## config.mk

```make
export PLATFORM = sky130hd
export DESIGN_NAME = dma_job_sched_flat
export DESIGN_NICKNAME = d
export VERILOG_FILES = /design/src/rtl/dma_job_sched_pkg.sv /design/src/rtl/dma_job_sched_if.sv /design/src/rtl/dma_job_sched_fifo.sv /design/src/rtl/dma_job_sched.sv /design/src/flat_wrapper.sv
export SDC_FILE = /design/constraint.sdc
export NUM_CORES = 1
export LEC_CHECK = 0
export ABC_CLOCK_PERIOD_IN_PS = 18700
export CAP_MARGIN = 10
export CELL_PAD_IN_SITES_DETAIL_PLACEMENT = 1
export CELL_PAD_IN_SITES_GLOBAL_PLACEMENT = 2
export CORE_ASPECT_RATIO = 0.9
export CORE_UTILIZATION = 42
export CTS_BUF_LIST = sky130_fd_sc_hd__clkbuf_8
export DETAILED_ROUTE_END_ITERATION = 12
export PLACE_DENSITY = 0.74
export SYNTH_ARGS = -nofsm -noshare
export SYNTH_HDL_FRONTEND = slang
export SYNTH_SLANG_ARGS = --single-unit
```

## constraint.sdc

```tcl
create_clock -name clk -period 18.7 [get_ports clk]
set_input_delay 5.61 -clock clk [delete_from_list [all_inputs] [get_ports clk]]
set_output_delay 5.61 -clock clk [all_outputs]
set_load 0.01 [all_outputs]
```

## src/rtl/dma_job_sched_pkg.sv

```systemverilog
// Shared types and constants for the DMA job scheduler: descriptor payload,
// per-direction FSM states, direction indices and parameter defaults.
package dma_sched_pkg;

  localparam int unsigned ADDR_W          = 64;
  localparam int unsigned LEN_W           = 32;
  localparam int unsigned QDEPTH_DEF      = 4;
  localparam int unsigned CNT_W_DEF       = 16;
  localparam int unsigned ALIGN_BYTES_DEF = 8;
  localparam int unsigned NDIR            = 2;
  localparam int unsigned DIR_RX          = 0;
  localparam int unsigned DIR_TX          = 1;

  typedef struct packed {
    logic [ADDR_W-1:0] addr;
    logic [LEN_W-1:0]  len;
  } dma_desc_t;

  typedef enum logic [1:0] {
    IDLE   = 2'd0,
    LAUNCH = 2'd1,
    RUN    = 2'd2,
    DONE   = 2'd3
  } sched_state_e;

  // align must be a power of two
  function automatic logic is_aligned(input logic [ADDR_W-1:0] addr,
                                      input int unsigned       align);
    return (addr & ADDR_W'(align - 1)) == '0;
  endfunction

endpackage

```

## src/rtl/dma_job_sched_if.sv

```systemverilog
// Descriptor push channel plus the duplex DMA start/addr/len/busy control bundle.
interface dma_job_sched_if;
  import dma_sched_pkg::*;

  logic              desc_valid;
  logic              desc_ready;
  logic              desc_dir;
  logic [ADDR_W-1:0] desc_addr;
  logic [LEN_W-1:0]  desc_len;

  logic              start_rx;
  logic [ADDR_W-1:0] src_addr_rx;
  logic [LEN_W-1:0]  len_pkts_rx;
  logic              busy_rx;
  logic              start_tx;
  logic [ADDR_W-1:0] dst_addr_tx;
  logic [LEN_W-1:0]  len_pkts_tx;
  logic              busy_tx;

  // master: MMIO decode + DMA engine side; slave: the scheduler
  modport master (
    output desc_valid, desc_dir, desc_addr, desc_len, busy_rx, busy_tx,
    input  desc_ready, start_rx, src_addr_rx, len_pkts_rx,
           start_tx, dst_addr_tx, len_pkts_tx
  );

  modport slave (
    input  desc_valid, desc_dir, desc_addr, desc_len, busy_rx, busy_tx,
    output desc_ready, start_rx, src_addr_rx, len_pkts_rx,
           start_tx, dst_addr_tx, len_pkts_tx
  );

endinterface

```

## src/rtl/dma_job_sched_fifo.sv

```systemverilog
// Descriptor FIFO with wrap-bit pointers, full/empty, occupancy and a
// single-cycle flush that empties the queue.
module dma_desc_fifo
  import dma_sched_pkg::*;
#(
  parameter int unsigned QDEPTH = QDEPTH_DEF
) (
  input  logic                         clk,
  input  logic                         reset,
  input  logic                         push,
  input  logic                         pop,
  input  logic                         flush,
  input  dma_desc_t                    wr_data,
  output dma_desc_t                    rd_data,
  output logic                         full,
  output logic                         empty,
  output logic [$clog2(QDEPTH+1)-1:0]  count
);

  localparam int unsigned PW = $clog2(QDEPTH);
  localparam int unsigned CW = $clog2(QDEPTH+1);

  logic [PW:0] wr_ptr_q, rd_ptr_q;
  dma_desc_t   mem_q [QDEPTH];
  logic        push_ok, pop_ok;

  assign empty   = (wr_ptr_q == rd_ptr_q);
  assign full    = (wr_ptr_q[PW] != rd_ptr_q[PW]) &&
                   (wr_ptr_q[PW-1:0] == rd_ptr_q[PW-1:0]);
  assign count   = CW'(wr_ptr_q - rd_ptr_q);
  assign rd_data = mem_q[rd_ptr_q[PW-1:0]];
  assign push_ok = push && !full && !flush;
  assign pop_ok  = pop && !empty;

  always_ff @(posedge clk or posedge reset) begin
    if (reset) begin
      wr_ptr_q <= '0;
      rd_ptr_q <= '0;
    end else if (flush) begin
      wr_ptr_q <= '0;
      rd_ptr_q <= '0;
    end else begin
      if (push_ok) wr_ptr_q <= wr_ptr_q + (PW+1)'(1);
      if (pop_ok)  rd_ptr_q <= rd_ptr_q + (PW+1)'(1);
    end
  end

  // storage needs no reset: entries are only read behind the write pointer
  always_ff @(posedge clk) begin
    if (push_ok) mem_q[wr_ptr_q[PW-1:0]] <= wr_data;
  end

endmodule

```

## src/rtl/dma_job_sched.sv

```systemverilog
// Two independent descriptor queues, each feeding a launch/run/done FSM that
// drives one direction of the duplex AXIS DMA and counts completions.
module dma_job_sched
  import dma_sched_pkg::*;
#(
  parameter int unsigned QDEPTH      = QDEPTH_DEF,
  parameter int unsigned CNT_W       = CNT_W_DEF,
  parameter int unsigned ALIGN_BYTES = ALIGN_BYTES_DEF
) (
  input  logic                         clk,
  input  logic                         reset,
  dma_job_sched_if.slave               bus,
  input  logic                         flush,
  input  logic                         irq_en,
  input  logic                         err_clr,
  output logic [$clog2(QDEPTH+1)-1:0]  pend_rx,
  output logic [$clog2(QDEPTH+1)-1:0]  pend_tx,
  output logic [CNT_W-1:0]             cmpl_cnt_rx,
  output logic [CNT_W-1:0]             cmpl_cnt_tx,
  output logic                         irq,
  output logic                         err
  ,output logic                        idle
);

  localparam int unsigned CW = $clog2(QDEPTH+1);

  logic [NDIR-1:0] push_v, pop_v, full_v, done_v, idle_v;
  logic            accept, aligned;
  dma_desc_t       wr_desc;
  logic            irq_q, err_q;

  assign wr_desc        = '{addr: bus.desc_addr, len: bus.desc_len};
  assign aligned        = is_aligned(bus.desc_addr, ALIGN_BYTES);
  assign bus.desc_ready = !full_v[bus.desc_dir] && !flush;
  assign accept         = bus.desc_valid && bus.desc_ready;

  for (genvar d = 0; d < NDIR; d++) begin : g_dir
    sched_state_e      state_q;
    logic              start_q;
    logic [ADDR_W-1:0] addr_q;
    logic [LEN_W-1:0]  len_q;
    logic [CNT_W-1:0]  cnt_q;
    logic              busy, empty, full;
    dma_desc_t         head;
    logic [CW-1:0]     occ;

    // misaligned descriptors complete the handshake but never enter a queue
    assign push_v[d] = accept && aligned && (bus.desc_dir == 1'(d));
    assign pop_v[d]  = (state_q == IDLE) && !empty;
    assign full_v[d] = full;
    assign done_v[d] = (state_q == DONE);
    assign idle_v[d] = (state_q == IDLE) && empty;

    dma_desc_fifo #(.QDEPTH(QDEPTH)) u_fifo (
      .clk     (clk),
      .reset   (reset),
      .push    (push_v[d]),
      .pop     (pop_v[d]),
      .flush   (flush),
      .wr_data (wr_desc),
      .rd_data (head),
      .full    (full),
      .empty   (empty),
      .count   (occ)
    );

    always_ff @(posedge clk or posedge reset) begin
      if (reset) begin
        state_q <= IDLE;
        start_q <= 1'b0;
        addr_q  <= '0;
        len_q   <= '0;
        cnt_q   <= '0;
      end else begin
        case (state_q)
          IDLE: if (!empty) begin
            addr_q <= head.addr;
            len_q  <= head.len;
            // zero-length jobs complete without touching the DMA
            if (head.len != '0) begin
              start_q <= 1'b1;
              state_q <= LAUNCH;
            end else begin
              state_q <= DONE;
            end
          end
          LAUNCH: if (busy) begin
            start_q <= 1'b0;
            state_q <= RUN;
          end
          RUN: if (!busy) state_q <= DONE;
          DONE: begin
            cnt_q   <= cnt_q + CNT_W'(1);
            state_q <= IDLE;
          end
          default: state_q <= IDLE;
        endcase
      end
    end

    if (d == DIR_RX) begin : g_rx
      assign busy            = bus.busy_rx;
      assign bus.start_rx    = start_q;
      assign bus.src_addr_rx = addr_q;
      assign bus.len_pkts_rx = len_q;
      assign pend_rx         = occ;
      assign cmpl_cnt_rx     = cnt_q;
    end else begin : g_tx
      assign busy            = bus.busy_tx;
      assign bus.start_tx    = start_q;
      assign bus.dst_addr_tx = addr_q;
      assign bus.len_pkts_tx = len_q;
      assign pend_tx         = occ;
      assign cmpl_cnt_tx     = cnt_q;
    end
  end

  // simultaneous RX/TX completions merge into one pulse; error set beats clear
  always_ff @(posedge clk or posedge reset) begin
    if (reset) begin
      irq_q <= 1'b0;
      err_q <= 1'b0;
    end else begin
      irq_q <= irq_en && (|done_v);
      err_q <= (accept && !aligned) || (err_q && !err_clr);
    end
  end

  assign irq  = irq_q;
  assign err  = err_q;
  assign idle = &idle_v;

endmodule

```

## src/flat_wrapper.sv

```systemverilog
// flat-port wrapper written by rule: the top's interface ports become plain ports
module dma_job_sched_flat import dma_sched_pkg::*;
#(
  parameter int unsigned QDEPTH      = QDEPTH_DEF,
  parameter int unsigned CNT_W       = CNT_W_DEF,
  parameter int unsigned ALIGN_BYTES = ALIGN_BYTES_DEF
)
  (clk, reset, flush, irq_en, err_clr, pend_rx, pend_tx, cmpl_cnt_rx, cmpl_cnt_tx, irq, err, idle, bus_desc_valid, bus_desc_dir, bus_desc_addr, bus_desc_len, bus_busy_rx, bus_busy_tx, bus_desc_ready, bus_start_rx, bus_src_addr_rx, bus_len_pkts_rx, bus_start_tx, bus_dst_addr_tx, bus_len_pkts_tx);
  dma_job_sched_if bus_i ();
  input  logic clk;
  input  logic reset;
  input  logic flush;
  input  logic irq_en;
  input  logic err_clr;
  output logic [$clog2(QDEPTH+1)-1:0] pend_rx;
  output logic [$clog2(QDEPTH+1)-1:0] pend_tx;
  output logic [CNT_W-1:0] cmpl_cnt_rx;
  output logic [CNT_W-1:0] cmpl_cnt_tx;
  output logic irq;
  output logic err;
  output logic idle;
  input wire logic [$bits(bus_i.desc_valid)-1:0] bus_desc_valid;
  input wire logic [$bits(bus_i.desc_dir)-1:0] bus_desc_dir;
  input wire logic [$bits(bus_i.desc_addr)-1:0] bus_desc_addr;
  input wire logic [$bits(bus_i.desc_len)-1:0] bus_desc_len;
  input wire logic [$bits(bus_i.busy_rx)-1:0] bus_busy_rx;
  input wire logic [$bits(bus_i.busy_tx)-1:0] bus_busy_tx;
  output wire logic [$bits(bus_i.desc_ready)-1:0] bus_desc_ready;
  output wire logic [$bits(bus_i.start_rx)-1:0] bus_start_rx;
  output wire logic [$bits(bus_i.src_addr_rx)-1:0] bus_src_addr_rx;
  output wire logic [$bits(bus_i.len_pkts_rx)-1:0] bus_len_pkts_rx;
  output wire logic [$bits(bus_i.start_tx)-1:0] bus_start_tx;
  output wire logic [$bits(bus_i.dst_addr_tx)-1:0] bus_dst_addr_tx;
  output wire logic [$bits(bus_i.len_pkts_tx)-1:0] bus_len_pkts_tx;
  assign bus_i.desc_valid = bus_desc_valid;
  assign bus_i.desc_dir = bus_desc_dir;
  assign bus_i.desc_addr = bus_desc_addr;
  assign bus_i.desc_len = bus_desc_len;
  assign bus_i.busy_rx = bus_busy_rx;
  assign bus_i.busy_tx = bus_busy_tx;
  assign bus_desc_ready = bus_i.desc_ready;
  assign bus_start_rx = bus_i.start_rx;
  assign bus_src_addr_rx = bus_i.src_addr_rx;
  assign bus_len_pkts_rx = bus_i.len_pkts_rx;
  assign bus_start_tx = bus_i.start_tx;
  assign bus_dst_addr_tx = bus_i.dst_addr_tx;
  assign bus_len_pkts_tx = bus_i.len_pkts_tx;
  dma_job_sched #(.QDEPTH(QDEPTH), .CNT_W(CNT_W), .ALIGN_BYTES(ALIGN_BYTES)) u_core (.clk(clk), .reset(reset), .bus(bus_i), .flush(flush), .irq_en(irq_en), .err_clr(err_clr), .pend_rx(pend_rx), .pend_tx(pend_tx), .cmpl_cnt_rx(cmpl_cnt_rx), .cmpl_cnt_tx(cmpl_cnt_tx), .irq(irq), .err(err), .idle(idle));
endmodule
```

Yosys cells after proc, flatten, opt, wreduce, memory -nomap -nowiden

Memories as Yosys holds them, arrays and structs flattened.
Index checks and enable logic that the tools add are counted.

Bits of input ports: 105
Logic and storage cells: 130
Flip-flop bits (word level): 244
Memories kept: 2
Bits in writable memories: 768
Output and inout bits: 236

Bitwise logic cells: 3
Multiplexer cells: 32
$lt $le $gt $ge: 1
Reduce and logical (&&, ||, !) cells: 48
Add/sub/neg operators: 8
Eq/ne operators: 20

Memory list:

| name                         | depth | bits a word | read ports | clocked after Yosys merged registers in | write ports | line                     | RTL |
|---|---|---|---|---|---|---|---|
| u_core.g_dir[0].u_fifo.mem_q | 4     | 96          | 1          | 0                                       | 1           | dma_job_sched_fifo.sv:24 | `dma_desc_t mem_q [QDEPTH];` |
| u_core.g_dir[1].u_fifo.mem_q | 4     | 96          | 1          | 0                                       | 1           | dma_job_sched_fifo.sv:24 |  |

Operators with widths:

| kind                  | count |
|---|---|
| $logic_not 64->1      | 1 |
| $reduce_bool 32->1    | 2 |
| $add 16x1->16 const B | 2 |
| $mux 3                | 8 |
| $logic_and 1x1->1     | 20 |
| $mux 2                | 8 |
| $ne 2x2->1 const B    | 8 |
| $pmux 2 s4            | 2 |
| $add 3x1->3 const B   | 4 |
| $mux 1                | 12 |
| $reduce_bool 2->1     | 6 |
| $eq 2x2->1 const B    | 4 |
| $logic_not 1->1       | 8 |
| $reduce_and 4->1      | 2 |
| $eq 3x3->1            | 2 |
| $reduce_and 2->1      | 3 |
| $reduce_and 3->1      | 2 |
| $sub 3x3->3           | 2 |
| $eq 2x1->1 const B    | 2 |
| $eq 2x2->1            | 2 |
| $logic_not 2->1       | 2 |
| $pmux 1 s2            | 2 |
| $not 1->1             | 3 |
| $lt 1x2->1 const B    | 1 |
| 3 further kinds       | 4 |

Longest topological paths before layout

Word-level depth: 13
Gate-level depth with buffers: 12

By module

From an unflattened synthesis, not the netlist that was laid out.

Cells, all modules: 1737
Area total of the unflattened synthesis: 37985.2 um^2

By module, submodules not included:

| module                                  | instances | sequential area each (um^2) | area each (um^2) | cells each |
|---|---|---|---|---|
| dma_desc_fifo at u_core.g_dir[0].u_fifo | 1         | 11681.2                     | 14396.3          | 568 |
| dma_desc_fifo at u_core.g_dir[1].u_fifo | 1         | 11681.2                     | 14392.6          | 568 |
| dma_job_sched                           | 1         | 5805.6                      | 9196.3           | 601 |

Worst setup path after synthesis

Ideal clock, no wire load.

Path kind: input -> output
Start point: input port bus_desc_dir
End point: output port bus_desc_ready
Setup slack: 7.072 ns
Required time: 13.090 ns
Cell stages on the path: 2
Arrival time: 6.018 ns
Path through: o21bai_1 > a21oi_1

Word-level cells in the longest chain between the ends: 4

Ends and longest elaborated chain:

| what                                      | line                | RTL |
|---|---|---|
| start, declared                           | flat_wrapper.sv:23  | `input wire logic [$bits(bus_i.desc_dir)-1:0] bus_desc_dir;` |
| $mux 1 (implied by the code) (2 in a row) | dma_job_sched.sv:34 | `assign bus.desc_ready = !full_v[bus.desc_dir] && !flush;` |
| $logic_not 1->1                           | dma_job_sched.sv:34 |  |
| $logic_and 1x1->1                         | dma_job_sched.sv:34 |  |
| end, declared                             | flat_wrapper.sv:28  | `output wire logic [$bits(bus_i.desc_ready)-1:0] bus_desc_ready;` |

No other way between the ends. The select of a mux whose other input is x is not followed.

Worst setup path after layout

Start point: input port flush
End point: output port bus_desc_ready

Word-level cells in the longest chain between the ends: 2

Ends and longest elaborated chain:

| what              | line                | RTL |
|---|---|---|
| start, declared   | flat_wrapper.sv:12  | `input logic flush;` |
| $logic_not 1->1   | dma_job_sched.sv:34 |  |
| $logic_and 1x1->1 | dma_job_sched.sv:34 |  |

No other way between the ends.

==> flow_summary.toml <==
[status]
outcome = "finished, final reports clean"

[routing]
ant_nets = 0
initialDrtViolationCount = 1120
drcViolationCount = 0
avgRoutedWirePerCell_um = 25.7
routed_vias = 18200
first_pass_iters = 6
vias_per_std_cell = 5.27
routed_wirelength_um = 88700

[sta]
slew_violations = 0
setup-violations-final = 0
timing.final.crit_period_ns = 12.96
finalSetupTns_ns = 0
relSlewSlack_pct = 26.4
fin_hold_ws_ns = 0.477
final.period_utilization_pct = 69.3
rsz_0062_raised_after_global_routing = "no"
worst-slew-pin-transition_ns = 1.10
finalHoldViolCount = 0
timing.clock.skew_ns = 0.0602
post-route-worst-setup-slack_ns = 5.74
fmax_mhz = 77.2

[floorplan]
die_area_um2 = 90600
initial_utilization_pct = 42.6
floorplan.core_area_um2 = 88100
die_width_um = 317
floorplan.die.height_um = 286
row_count = 103
ioPinCount = 341

[synth]
synth_nets = 1822
post_synth_num_cell_types = 35
synthesis.area_um2 = 37500
synth.top_cells.by_area = "sky130_fd_sc_hd__edfxtp_1 61%, sky130_fd_sc_hd__dfrtp_1 16%, sky130_fd_sc_hd__mux4_2 12%, sky130_fd_sc_hd__mux2_2 5.9%, sky130_fd_sc_hd__ha_1 0.87%"
synthCells = 1689
yosys_warnings = 0
synth_area_leader_cell = "sky130_fd_sc_hd__edfxtp_1"
synth.ff_latch_count = 1012
post-synth-top-area-fraction_pct = 61.4
synth-seq-area-share_pct = 77.7
post_synth.cell_area_avg_um2 = 22.2

[pwr]
irDropWorstVdd_uv = 62.7
power_density_nw_per_um2 = 126
leakage_nw = 15.5

[job]
maxCapViolations = 0

[clock_tree]
clock_tree_buffer_depth = 3
cts-buffers-inserted = 163
worst_skew_pair.late_latency_ns = 0.81
h-tree-depth = 4
cts_resized = 0
cts-hold-fix-buffers = 0
clock_transition_at_path_regs_ns = 0.05
clock_sinks = 1012
tritoncts = "done"
post_cts_buffers = 0
cts_root_buf = "sky130_fd_sc_hd__clkbuf_8"

[grt]
antenna_found_initial = 10
globalRouteTotalUtil_pct = 20.0
grt_max_degree = 138
grt_pass1_vias = 20300
grt_first_pass_wirelength_um = 132000
globalRouteOverflowTotal = 0

[placement]
hpwlAfterDp_um = 51800
post-place-ws_ns = 5.71
numPortBuffers = 340
routabilityCongestion = 0.752
dp_cells = 3134

[final_layout]
post_route_cells_drive_above_1_share_pct = 28.1
area.growth.synth_to_final_pct = 21.3
nNetsFinal = 2277
fin_cells = 3444

[worst_setup_path]
worst-path-max-fanout = 14
setup.worst_path.class = "in2out"
crit_path_start_kind = "input pin"
critPathCaptureType = "output port"
worstPathArrival_ns = 7.35
critPathRequiredTime_ns = 13.09

[worst_hold_path]
worst_hold_path_type = "reg2reg"
==> critical path, cell delays in order <==
cell,delay (ns)
sky130_fd_sc_hd__clkdlybuf4s50_1,0.71
sky130_fd_sc_hd__a21oi_1,0.41
sky130_fd_sc_hd__clkdlybuf4s50_1,0.61
==> placed cells by master, fill, tap and decap left out, drive strengths merged, types with 2 or more instances in the layout <==
| master | Yosys | layout |
|---|---|---|
| edfxtp | 768 | 768 |
| clkdlybuf4s50 | 0 | 340 |
| dfrtp | 244 | 244 |
| mux2 | 196 | 196 |
| mux4 | 192 | 192 |
| clkbuf | 41 | 180 |
| inv | 20 | 85 |
| clkinv | 0 | 49 |
| xnor2 | 30 | 30 |
| ha | 26 | 26 |
| nor2 | 22 | 22 |
| nand2 | 21 | 21 |
| buf | 28 | 19 |
| nand3 | 18 | 18 |
| nor4 | 18 | 18 |
| xor2 | 10 | 10 |
| and2 | 9 | 9 |
| and3 | 8 | 8 |
| nand4 | 7 | 7 |
| a21oi | 7 | 7 |
| bufinv | 0 | 7 |
| o21ai | 7 | 7 |
| clkinvlp | 0 | 5 |
| diode | 0 | 4 |
| mux2i | 3 | 3 |
| a31oi | 2 | 2 |
| o32a | 2 | 2 |
| nand3b | 2 | 2 |
| o31ai | 2 | 2 |
| fa | 2 | 2 |
==> kinds of logic after synthesis <==
group                    count (synthesis)  share of synthesized area, %
AO/OA/AOI/OAI                           23                         0.373
XOR/XNOR                                40                         0.933
adder cells (fa/ha/maj)                 28                         0.973
buffers and inverters                   89                          1.08
flip-flops                            1012                          77.7
multiplexers                           391                          17.5
AND/OR/NAND/NOR                        106                          1.47
==> sequential cells by signal (all words and copies together) (netlist names) <==
name and flops:
u_core.cmpl_cnt_rx 16, u_core.bus.len_pkts_tx 32, u_core.bus.dst_addr_tx 64, u_core.g_dir.u_fifo.rd_ptr_q 6
u_core.g_dir.u_fifo.mem_q 768, u_core.bus.start_tx 1, u_core.g_dir.state_q 4, u_core.bus.len_pkts_rx 32
u_core.g_dir.u_fifo.wr_ptr_q 6, u_core.bus.start_rx 1, u_core.err 1, u_core.cmpl_cnt_tx 16
u_core.bus.src_addr_rx 64, u_core.irq 1
==> final timing paths <==
check                                                   start                                  end  slack (ns)  cells past startpoint
min reg2reg                            u_core.cmpl_cnt_tx[15]               u_core.cmpl_cnt_tx[15]        0.48                      1
min in group asynchronous                               reset                u_core.cmpl_cnt_tx[2]        5.32                      2
min                                    u_core.cmpl_cnt_tx[15]               u_core.cmpl_cnt_tx[15]        0.48                      1
max                                                     flush                       bus_desc_ready        5.74                      3
max reg2reg                u_core.g_dir[0].u_fifo.rd_ptr_q[1]  u_core.g_dir[0].u_fifo.mem_q[3][67]       14.19                      7
max in group asynchronous                               reset           u_core.bus.dst_addr_tx[54]       11.67                      3
==> metrics by stage <==
stage | area (µm²) | power, mW | utilization, %
after floorplan | 37500 | 3.23 | -
after global placement | 42300 | 3.88 | 48.0
after detailed placement | 42300 | 3.92 | 48.0
after CTS | 45500 | 5.82 | 51.7
after global routing | 45500 | 5.97 | 51.7
final | 45500 | 5.73 | 51.7
==> routing by layer <==
layer	track usage (%)	part of all wire, %	vias to the layer above	wire length [µm]
li1	-	-	7752	-
met1	26.8	43	9803	38100
met2	32.5	50	484	44300
met3	4.70	5.4	111	4810
met4	5.86	1.6	14	1440
met5	0	0.096	-	85
==> power by group <==
part / leakage, nW / total [mW] / internal, mW / switching (mW)
Sequential: 9.86 / 2.86 / 2.66 / 0.203
Combinational: 3.75 / 0.996 / 0.608 / 0.388
Clock: 1.87 / 1.87 / 0.990 / 0.881
Total: 15.5 / 5.73 / 4.26 / 1.47
==> final cells by class <==
type,instances,area (µm²)
Fill cell,7899,42600
Sequential cell,1012,29200
Multi-Input combinational cell,588,8020
Timing Repair Buffer,359,3560
Clock buffer,180,2480
Tap cell,1155,1450
Clock inverter,126,768
Inverter,20,82.6
Antenna cell,4,10.0
==> cell usage after synthesis <==
| library cell | count |
|---|---|
| sky130_fd_sc_hd__xor2_1 | 10 |
| sky130_fd_sc_hd__o21ai_0 | 6 |
| sky130_fd_sc_hd__buf_1 | 4 |
| sky130_fd_sc_hd__nor3_1 | 1 |
| sky130_fd_sc_hd__mux2_2 | 196 |
| sky130_fd_sc_hd__nand3b_1 | 2 |
| sky130_fd_sc_hd__and2_1 | 9 |
| sky130_fd_sc_hd__inv_1 | 20 |
| sky130_fd_sc_hd__a31oi_1 | 2 |
| sky130_fd_sc_hd__clkbuf_1 | 41 |
| sky130_fd_sc_hd__fa_1 | 2 |
| sky130_fd_sc_hd__ha_1 | 26 |
| sky130_fd_sc_hd__o211ai_1 | 1 |
| sky130_fd_sc_hd__buf_2 | 18 |
| sky130_fd_sc_hd__dfrtp_1 | 244 |
| sky130_fd_sc_hd__o32a_1 | 2 |
| sky130_fd_sc_hd__o21a_1 | 1 |
| sky130_fd_sc_hd__nand4_1 | 7 |
| sky130_fd_sc_hd__o21bai_1 | 1 |
| sky130_fd_sc_hd__edfxtp_1 | 768 |
| sky130_fd_sc_hd__buf_4 | 1 |
| sky130_fd_sc_hd__mux4_2 | 192 |
| sky130_fd_sc_hd__a21oi_1 | 7 |
| sky130_fd_sc_hd__buf_6 | 4 |
| sky130_fd_sc_hd__xnor2_1 | 30 |
| sky130_fd_sc_hd__nand3_1 | 18 |
| sky130_fd_sc_hd__and3_1 | 8 |
| sky130_fd_sc_hd__nand2_1 | 21 |
| sky130_fd_sc_hd__nor4_1 | 15 |
| sky130_fd_sc_hd__o31ai_1 | 2 |
| sky130_fd_sc_hd__o21ai_1 | 1 |
| sky130_fd_sc_hd__nor4_2 | 3 |
| sky130_fd_sc_hd__buf_12 | 1 |
| sky130_fd_sc_hd__mux2i_1 | 3 |
| sky130_fd_sc_hd__nor2_1 | 22 |
Power figures use the tool's default switching activity.
